===== src/rtl/registro_pkg.sv =====
// Shared constants for the registro universal shift register:
// operation select codes and shift direction codes.
package registro_pkg;

   localparam logic [1:0] PUSH  = 2'b00;
   localparam logic [1:0] CYCLE = 2'b01;
   localparam logic [1:0] LOAD  = 2'b10;
   localparam logic [1:0] HOLD  = 2'b11;

   localparam logic LEFT  = 1'b0;
   localparam logic RIGHT = 1'b1;

endpackage


===== src/rtl/registro.sv =====
// Universal shift register: parallel load, serial push and rotate in either
// direction, with clock enable and a registered serial output.
module registro
   import registro_pkg::*;
#(
   parameter int WIDTH = 32
) (
   input  logic             CLK,
   input  logic             RST,
   input  logic             ENB,
   input  logic [1:0]       MODO,
   input  logic             DIR,
   input  logic             S_IN,
   input  logic [WIDTH-1:0] D,
   output logic [WIDTH-1:0] Q,
   output logic             S_OUT
);

   logic [WIDTH-1:0] q_r;
   logic             s_out_r;
   logic [WIDTH-1:0] q_nxt_s;
   logic             s_out_nxt_s;

   // Next-state selection for the register word and the bit leaving it.
   always_comb begin
      q_nxt_s     = q_r;
      s_out_nxt_s = s_out_r;
      case (MODO)
         PUSH: begin
            if (DIR == LEFT) begin
               q_nxt_s     = {q_r[WIDTH-2:0], S_IN};
               s_out_nxt_s = q_r[WIDTH-1];
            end else begin
               q_nxt_s     = {S_IN, q_r[WIDTH-1:1]};
               s_out_nxt_s = q_r[0];
            end
         end
         CYCLE: begin
            if (DIR == LEFT) begin
               q_nxt_s     = {q_r[WIDTH-2:0], q_r[WIDTH-1]};
               s_out_nxt_s = q_r[WIDTH-1];
            end else begin
               q_nxt_s     = {q_r[0], q_r[WIDTH-1:1]};
               s_out_nxt_s = q_r[0];
            end
         end
         LOAD: begin
            q_nxt_s     = D;
            s_out_nxt_s = 1'b0;
         end
         default: begin
            q_nxt_s     = q_r;
            s_out_nxt_s = s_out_r;
         end
      endcase
   end

   // State register: reset wins over the enable; disabled cycles hold.
   always_ff @(posedge CLK) begin
      if (RST) begin
         q_r     <= {WIDTH{1'b0}};
         s_out_r <= 1'b0;
      end else if (ENB) begin
         q_r     <= q_nxt_s;
         s_out_r <= s_out_nxt_s;
      end else begin
         q_r     <= q_r;
         s_out_r <= s_out_r;
      end
   end

   assign Q     = q_r;
   assign S_OUT = s_out_r;

endmodule


===== config.mk =====
export PLATFORM = sky130hd
export DESIGN_NAME = registro
export DESIGN_NICKNAME = d
export VERILOG_FILES = /design/src/rtl/registro_pkg.sv /design/src/rtl/registro.sv
export SDC_FILE = /design/constraint.sdc
export NUM_CORES = 1
export LEC_CHECK = 0
export CORE_UTILIZATION = 35
export DETAILED_ROUTE_END_ITERATION = 10
export PLACE_DENSITY = 0.74
export SLEW_MARGIN = 20
export SYNTH_ARGS = -nofsm -noshare
export SYNTH_HDL_FRONTEND = slang
export SYNTH_SLANG_ARGS = --single-unit
export TNS_END_PERCENT = 20

===== constraint.sdc =====
create_clock -name CLK -period 2.7 [get_ports CLK]
set_input_delay 0.27 -clock CLK [delete_from_list [all_inputs] [get_ports CLK]]
set_output_delay 0.27 -clock CLK [all_outputs]
set_load 0.03 [all_outputs]

==> results of run 1 <==
where the power goes:
group          internal (W)  leakage (nW)  total [W]  switching, W
combinational      0.000233         0.855   0.000464      0.000231
clock              0.000178        0.0439   0.000375      0.000197
sequential         0.000523         0.272   0.000564     0.0000407
worst register-to-register path, delay by kind of cell, from the launching register on:
family          cells  cell delay, ns
compound gates      1            0.33
simple gates        1            0.09
flops               1            0.34
mux                 1            0.27
kinds of logic (layout without fill, tap and decap cells):
logic type,after synthesis,count (layout),synth area share
AOI/OAI and AO/OA,40,40,0.223
adders and majority gates,3,3,0.0177
buffers and inverters,25,91,0.0831
DFF,33,33,0.311
muxes,30,30,0.202
and+or+nand+nor,74,74,0.163
per-layer routing:
| metal | track usage | wire length, um |
|---|---|---|
| met1 | 0.238 | 2650 |
| met2 | 0.276 | 2390 |
| met3 | 0.0434 | 371 |
| met4 | 0.0464 | 41 |
| met5 | 0 | 0 |
cell usage in the layout, fill, tap and decap left out:
cell             instances
a21oi_1                  3
clkinv_2                 2
inv_1                    3
nand2b_2                 1
clkbuf_8                 5
a311oi_1                 2
nor2b_1                  4
o211ai_1                 1
dfxtp_1                 33
clkdlybuf4s50_1         70
mux2_2                   6
nor2b_2                  1
a221oi_1                 6
clkinvlp_4               1
and2_1                   3
mux2_4                  24
buf_4                    7
and2b_4                  1
nor2_1                  32
buf_12                   2
or2_2                    1
a221oi_2                24
buf_2                    1
o21ai_0                  4
nor3_1                  30
ha_1                     3
nand2_1                  1
area by class of cell:
type                       instances  area (um^2)
tap                               72         90.1
clock inverter                     3         17.5
sequential                        33          661
fill                             527         2740
multi-input combinational        147         1290
clock buffer                       5         68.8
timing repair buffer              80          798
inverter                           3         11.3
stage by stage:
stage          instance area, um^2  std cells   util  power (W)  setup slack [ns]
6_report                      2940        343  0.517    0.00140             0.672
5_1_grt                       2940        343  0.517    0.00147             0.544
4_1_cts                       2940        343  0.517    0.00141             0.673
3_5_place_dp                  2850        335  0.502    0.00104             0.373
3_3_place_gp                  2850        335  0.502    0.00103             0.403
2_1_floorplan                 2120        205      -   0.000869              1.15
registers in the layout (all words and copies together) (netlist names):
register,cells
S_OUT,1
Q,32
final timing paths:
check | from | endpoint | slack (ns)
max reg2reg | Q[15]$_SDFFE_PP0P_ | Q[16]$_SDFFE_PP0P_ | 1.55
max | MODO[0] | Q[2]$_SDFFE_PP0P_ | 0.67
min | S_OUT$_SDFFE_PP0P_ | S_OUT$_SDFFE_PP0P_ | 0.47
min reg2reg | S_OUT$_SDFFE_PP0P_ | S_OUT$_SDFFE_PP0P_ | 0.47
==> metrics.md, run 1 <==
| Metric | Value |
|---|---|
| Starting Density | `0.374` |
| VDD IR max | `0.000214 V` |
| Global route overflow | `0` |
| RePlAce Congestion | `0.795` |
| Share of layout cells above drive strength 1 | `0.280` |
| H-tree depth reported by CTS | `2` |
| Reg clk slew, reported paths | `0.08 ns` |
| Post-synth top area share | `0.311` |
| Main flop type after synthesis | `dfxtp_1` |
| Hold Slack | `0.469 ns` |
| Drt drc | `0` |
| Most frequent cell after synthesis | `dfxtp_1` |
| Largest net degree at the start of global routing | `34` |
| Max-cap viol count | `0` |
| Critical-path top delay cell | `clkdlybuf4s50_1` |
| DIE HEIGHT | `79.9 um` |
| Worst endpoint data arrival time | `2.19 ns` |
| CP cell instances | `clkdlybuf4s50_1 -> inv_1 -> ha_1 -> or2_2 -> buf_12 -> a221oi_2 -> nor3_1` |
| Crit path max fanout | `18` |
| Post-synth cell types | `25` |
| Worst-Margin Slew | `0.457 ns` |
| Hold Crit Depth | `2` |
| Resize count post-CTS | `0` |
| Synth Area per Inst | `10.4 um^2` |
| I/O pin count | `72` |
| Fin. Hold Viols | `0` |
| Syn_nets | `247` |
| CTS tree | `done` |
| Total core area | `5680 um^2` |
| Worst r2r path cells | `3` |
| GRT Total Usage | `0.176` |
| Nature of the critical path endpoint | `flop` |
| Initial antenna violation count | `0` |
| Final setup TNS | `0 ns` |
| Clock latency on the worst-skew pair | `0.28 ns` |
| Tmin final | `2.03 ns` |
| ANT cells | `0` |
| Delay-heaviest family, CP | `buffers and inverters` |
| CTS buffer count | `5` |
| Cell area after synthesis | `2120 um^2` |
| Vias in the first global route | `1,841` |
| Die ar. | `6380 um^2` |
| Power per cell area | `478 nW/um^2` |
| CP required | `2.86 ns` |
| Area Overhead vs Synth | `38.4%` |
| RSZ-0062 raised after global routing | `no` |
| Cells after Synth | `205` |
| Postcts setup bufs | `0` |
| PortBufs | `71` |
| CTS root buf | `clkbuf_8` |
| Routed vias/inst | `5.40` |
| Max Clock Freq | `0.493 GHz` |
| Biggest cell delay along the critical path | `0.51 ns` |
| Ys Warns | `0` |
| Outcome | `finished clean` |
| Initial DRT Pass Iterations | `4` |
| Routed Antenna Nets | `0` |
| Largest cells by area after synthesis | `dfxtp_1, a221oi_2, mux2_4` |
| CTS max path bufs | `2` |
| Iter 0 DRT Violations | `81` |
| Fin nets | `312` |
| Clock sink count | `33` |
| Vias | `1,852` |
| Routed WL | `5.45 mm` |
| Post-synth top cells | `dfxtp_1, nor2_1, nor3_1` |
| CP Buf/Inv Count | `3` |
| First-pass GRT wire length | `8.82 mm` |
| CP Launch Type | `input pin` |
| Hold Path Class | `flop to flop` |
| Routed len/inst | `15.9 um` |
| EDFF count, synth | `0` |
| Die W | `79.9 um` |
| Dpl hpwl | `3.86 mm` |
| Crit path kind | `input pin to flop` |
| Slew headroom | `0.695` |
| Post-synth ARST share | `0` |
| FP Rows | `27` |
| Yosys top cell by area | `dfxtp_1` |
| WP depth | `7` |
| Clock skew | `0.00523 ns` |
| Sequential share of the synthesized area | `0.311` |
| Final Cycle Share | `0.751` |
| Final setup violation count | `0` |
| Leak | `1.17 nW` |
| FF+latch count, synth | `33` |
| Hold buffer count at cts | `0` |
| Pins Over Slew Limit | `0` |
(Power assumes the default switching activity.)
==> run 2: changes to the inputs <==
==> constraint.sdc (replaced) <==
create_clock -name CLK -period 2.1 [get_ports CLK]
set_input_delay 0.21 -clock CLK [delete_from_list [all_inputs] [get_ports CLK]]
set_output_delay 0.21 -clock CLK [all_outputs]
set_load 0.03 [all_outputs]
==> run 2 against run 1 <==
Sequential share of layout area down 0.71 points; largest power group unchanged; critical endpoint is now Q[20]$_SDFFE_PP0P_; non-clock buffer count rose by 7; power is 40% higher; sequential power rose by 28%.
==> metrics.md, run 2 (synthesized netlist as in run 1, its figures left out) <==
| Metric | Value |
|---|---|
| WHS Endpoint | `S_OUT$_SDFFE_PP0P_` |
| Largest net degree at the start of global routing | `37` |
| Final setup TNS | `0 ns` |
| Die ar. | `6380 um^2` |
| Global route overflow | `0` |
| Routed Antenna Nets | `0` |
| Outcome | `finished clean` |
| Final Cycle Share | `0.849` |
| Leak | `1.22 nW` |
| Worst-Margin Slew | `0.368 ns` |
| Max-cap viol count | `0` |
| Fin. Hold Viols | `0` |
| Pre-CTS setup slack | `0.0221 ns` |
| Commonest non-fill, non-tap cells in the layout | `clkdlybuf4s50_1, dfxtp_1, nor2_1` |
| Drt drc | `0` |
| RSZ-0062 raised after global routing | `no` |
| Worst endpoint data arrival time | `1.94 ns` |
| Inst Count DP | `342` |
| VDD IR max | `0.000403 V` |
| PnR Total Power | `0.00196 W` |
| Max reg flops | `32` |
| I/O pin count | `72` |
| FP Rows | `27` |
| Vias in the first global route | `1,769` |
| Min-delay src | `S_OUT$_SDFFE_PP0P_` |
| FILL cells | `517` |
| Hold Crit Depth | `2` |
| Slew headroom | `0.755` |
| CTS buffer count | `5` |
| Total core area | `5680 um^2` |
| Clock sink count | `33` |
| Clock latency on the worst-skew pair | `0.29 ns` |
| Pins Over Slew Limit | `0` |
| Final setup violation count | `0` |
| Die W | `79.9 um` |
| Vias | `1,857` |
| Fin cells | `350` |
| CTS root buf | `clkbuf_8` |
| Worst r2r path cells | `3` |
| DR WL met2 | `2.49 mm` |
| CP Launch Type | `input pin` |
| Reg2reg end | `Q[16]$_SDFFE_PP0P_` |
| CTS tree | `done` |
| Crit path kind | `input pin to flop` |
| Area Overhead vs Synth | `42.9%` |
| CP Buf/Inv Count | `3` |
| Metal-1 WL | `2.65 mm` |
| H-tree depth reported by CTS | `2` |
| GRT Total Usage | `0.180` |
| Finished Core Util | `0.534` |
| Most common cell after layout, fill and taps aside | `clkdlybuf4s50_1` |
| Biggest cell delay along the critical path | `0.49 ns` |
| CTS max path bufs | `2` |
| Final worst slack | `0.318 ns` |
| Fin nets | `319` |
| Iter 0 DRT Violations | `74` |
| Register area | `661 um^2` |
| Initial antenna violation count | `0` |
| Share of layout cells above drive strength 1 | `0.295` |
| Critical-path top delay cell | `clkdlybuf4s50_1` |
| First-pass GRT wire length | `8.80 mm` |
| Tmin final | `1.78 ns` |
| Power per cell area | `648 nW/um^2` |
| RePlAce Congestion | `0.759` |
| DIE HEIGHT | `79.9 um` |
| Footprint of the multi-input gates | `1290 um^2` |
| Starting Density | `0.374` |
| DR WL met3 | `321 um` |
| Resize count post-CTS | `0` |
| Routed len/inst | `15.8 um` |
| Delay-heaviest family, CP | `buffers and inverters` |
| CP cell instances | `clkdlybuf4s50_1 -> inv_1 -> ha_1 -> or2_2 -> buf_4 -> a221oi_1 -> nor3_1` |
| Dpl hpwl | `3.85 mm` |
| Hold buffer count at cts | `0` |
| Crit path max fanout | `9` |
| Routed vias/inst | `5.31` |
| Reg-to-reg startpoint | `Q[17]$_SDFFE_PP0P_` |
| ANT cells | `0` |
| Flop-to-flop setup slack | `1.00 ns` |
| Postcts setup bufs | `0` |
| Nature of the critical path endpoint | `flop` |
| Routed WL | `5.51 mm` |
| PortBufs | `71` |
| CP required | `2.26 ns` |
| Reg clk slew, reported paths | `0.07 ns` |
| Initial DRT Pass Iterations | `4` |
| Max layer used | `met4` |
| Hold Path Class | `flop to flop` |
| Clock skew | `0.00810 ns` |
| Max Clock Freq | `0.561 GHz` |
-- run 2: power breakdown --
group | total, W | internal, W | switching [W]
sequential | 0.000724 | 0.000673 | 0.0000514
clock | 0.000627 | 0.000387 | 0.000240
combinational | 0.000614 | 0.000314 | 0.000299
total | 0.00196 | 0.00137 | 0.000591
-- run 2: routing by layer --
layer,track usage,vias to the layer above
li1,-,909
met1,0.244,894
met2,0.278,49
met3,0.0491,5
met4,0.0518,0
met5,0,-
-- run 2: worst max-delay path by stage --
| stage | startpoint | end | slack, ns | depth (start not counted) |
|---|---|---|---|---|
| final | MODO[0] | Q[20]$_SDFFE_PP0P_ | 0.32 | 7 |
| after global routing | MODO[0] | Q[20]$_SDFFE_PP0P_ | 0.20 | 7 |
| after CTS | MODO[0] | Q[16]$_SDFFE_PP0P_ | 0.32 | 7 |
| after detailed placement | MODO[0] | Q[16]$_SDFFE_PP0P_ | 0.02 | 7 |
| after global placement | MODO[0] | Q[17]$_SDFFE_PP0P_ | 0.06 | 7 |
| after floorplan | MODO[0] | Q[1]$_SDFFE_PP0P_ | 0.61 | 6 |
-- run 2: worst min-delay path, cell delays in order, from the launching register on --
cell and delay, ns:
dfxtp_1 0.32, nand2_1 0.05, a21oi_1 0.05
-- run 2: layout make-up --
type                    count  area share
multi-input cells         147       0.426
clock buffers               7      0.0285
inverters                   3     0.00371
repair buffers             87       0.285
well taps                  72      0.0297
clock inverters             1     0.00991
flip-flops and latches     33       0.218
-- run 2: per-stage QoR --
stage,hold slack [ns],area [um^2]
2_1_floorplan,0.428,2120
3_3_place_gp,0.460,2920
3_5_place_dp,0.466,2920
4_1_cts,0.475,3030
5_1_grt,0.492,3030
6_report,0.468,3030
==> run 3: changes to the inputs <==
--- a/config.mk
+++ b/config.mk
@@ -7,7 +7,7 @@
 export LEC_CHECK = 0
 export CORE_UTILIZATION = 35
 export DETAILED_ROUTE_END_ITERATION = 10
-export PLACE_DENSITY = 0.74
+export PLACE_DENSITY = 0.77
 export SLEW_MARGIN = 20
 export SYNTH_ARGS = -nofsm -noshare
 export SYNTH_HDL_FRONTEND = slang
==> constraint.sdc (replaced) <==
create_clock -name CLK -period 1.45 [get_ports CLK]
set_input_delay 0.145 -clock CLK [delete_from_list [all_inputs] [get_ports CLK]]
set_output_delay 0.145 -clock CLK [all_outputs]
set_load 0.03 [all_outputs]
==> run 3 against run 2 <==
Core utilization is 2.4 points higher; highest routed layer unchanged; combinational power is 48% higher; first-iteration DRC count is 45% higher; final cell count is 1.4% higher; register-to-register slack worse by 0.67 ns; count of clock-buffer cells in the layout is 2 lower; non-clock buffer count is 5 higher; clock skew is 0.0019 ns higher; die area stayed put; critical path depth stayed put; power is 53% higher; global-route usage is 0.38 points higher.
==> metrics.md, run 3 (synthesized netlist as in run 1, its figures left out) <==
| Metric | Value |
|---|---|
| Routed Antenna Nets | `0` |
| CTS root buf | `clkbuf_8` |
| Slew headroom | `0.795` |
| PortBufs | `71` |
| Fin. Hold Viols | `0` |
| Iter 0 DRT Violations | `107` |
| FP Rows | `27` |
| GRT Total Usage | `0.184` |
| Hold Path Class | `flop to flop` |
| Worst-Margin Slew | `0.308 ns` |
| H-tree depth reported by CTS | `2` |
| Worst setup startpoint | `MODO[0]` |
| Tmin final | `1.40 ns` |
| CP required | `1.62 ns` |
| Total core area | `5680 um^2` |
| Fin nets | `324` |
| Reg2reg end | `Q[18]$_SDFFE_PP0P_` |
| Commonest non-fill, non-tap cells in the layout | `clkdlybuf4s50_1, dlygate4sd2_1, dfxtp_1` |
| PnR Total Power | `0.00300 W` |
| Routed vias/inst | `5.23` |
| Hold buffer count at cts | `0` |
| Pins Over Slew Limit | `0` |
| Global route overflow | `0` |
| Power per cell area | `947 nW/um^2` |
| ANT cells | `0` |
| Clock sink count | `33` |
| Setup crit end | `Q[18]$_SDFFE_PP0P_` |
| RePlAce Congestion | `0.740` |
| First-pass GRT wire length | `9.00 mm` |
| Die W | `79.9 um` |
| Final Cycle Share | `0.967` |
| Post-route cell area | `3170 um^2` |
| Share of layout cells above drive strength 1 | `0.339` |
| Hold Slack | `0.469 ns` |
| Worst r2r path cells | `3` |
| Postcts setup bufs | `0` |
| Finished Core Util | `0.558` |
| Outcome | `finished clean` |
| Crit path max fanout | `10` |
| Leak | `1.43 nW` |
| Initial DRT Pass Iterations | `4` |
| Routed WL | `5.63 mm` |
| Die ar. | `6380 um^2` |
| Crit path kind | `input pin to flop` |
| Largest net degree at the start of global routing | `34` |
| CTS max path bufs | `2` |
| Final setup violation count | `0` |
| Routed len/inst | `15.9 um` |
| RSZ-0062 raised after global routing | `no` |
| Reg-to-reg startpoint | `Q[17]$_SDFFE_PP0P_` |
| Clock latency on the worst-skew pair | `0.29 ns` |
| Clock skew | `0.00999 ns` |
| Reg clk slew, reported paths | `0.08 ns` |
| Dpl hpwl | `3.93 mm` |
| Initial antenna violation count | `0` |
| DIE HEIGHT | `79.9 um` |
| CP Launch Type | `input pin` |
| Flop-to-flop setup slack | `0.33 ns` |
| CTS buffer count | `5` |
| Area Overhead vs Synth | `49.4%` |
| Starting Density | `0.374` |
| Worst endpoint data arrival time | `1.57 ns` |
| VDD IR max | `0.000595 V` |
| I/O pin count | `72` |
| Vias in the first global route | `1,838` |
| CTS tree | `done` |
| Max reg flops | `32` |
| Vias | `1,856` |
| Nature of the critical path endpoint | `flop` |
| Drt drc | `0` |
| Placed cell area | `3020 um^2` |
| Max Clock Freq | `0.713 GHz` |
| Max-cap viol count | `0` |
-- run 3: layout make-up --
class	count	area, um^2
multi-input cells	147	1340
inverters	3	11.3
flip-flops and latches	33	661
well taps	72	90.1
clock buffers	5	68.8
fillers	494	2510
repair buffers	92	931
clock inverters	3	65.1
-- run 3: how the worst min path moves through the flow --
stage	slack [ns]	to	from	cells past startpoint
after floorplan	0.36	Q[10]$_SDFFE_PP0P_	D[10]	2
after global placement	0.46	S_OUT$_SDFFE_PP0P_	S_OUT$_SDFFE_PP0P_	2
after detailed placement	0.46	S_OUT$_SDFFE_PP0P_	S_OUT$_SDFFE_PP0P_	2
after CTS	0.46	S_OUT$_SDFFE_PP0P_	S_OUT$_SDFFE_PP0P_	2
after global routing	0.47	S_OUT$_SDFFE_PP0P_	S_OUT$_SDFFE_PP0P_	2
final	0.47	S_OUT$_SDFFE_PP0P_	S_OUT$_SDFFE_PP0P_	2
-- run 3: per-layer routing --
layer / track usage / up-vias / share of wire
met4: 0.0589 / 0 / 0.013
met5: 0 / - / 0
met1: 0.229 / 881 / 0.47
met3: 0.0480 / 7 / 0.050
li1: - / 923 / -
met2: 0.306 / 45 / 0.47
-- run 3: stage by stage --
step / worst slack, ns / setup TNS (ns) / std cells
CTS: 0.0704 / 0 / 355
finish: 0.0478 / 0 / 355
floorplan: 0.0244 / 0 / 205
global placement: -0.494 / -14.90 / 347
global route: 0.0129 / 0 / 355
detailed placement: -0.548 / -16.30 / 347
-- run 3: worst max-delay path, stage by stage --
cell and delay [ns]:
dlygate4sd2_1 0.26, buf_4 0.14, ha_1 0.21, or2_4 0.29, buf_12 0.15, a221oi_2 0.26
nor3_1 0.10
-- run 3: power by group --
group          leakage [nW]  internal, W  switching [W]
Clock                0.0681     0.000683       0.000359
Combinational          1.09     0.000456       0.000455
Sequential            0.272     0.000974      0.0000735
-- run 3: what timing repair did --
action,4_1_cts,5_1_grt
gates resized for setup,46,1
endpoints found under the setup margin,65,1
pin swaps,8,0
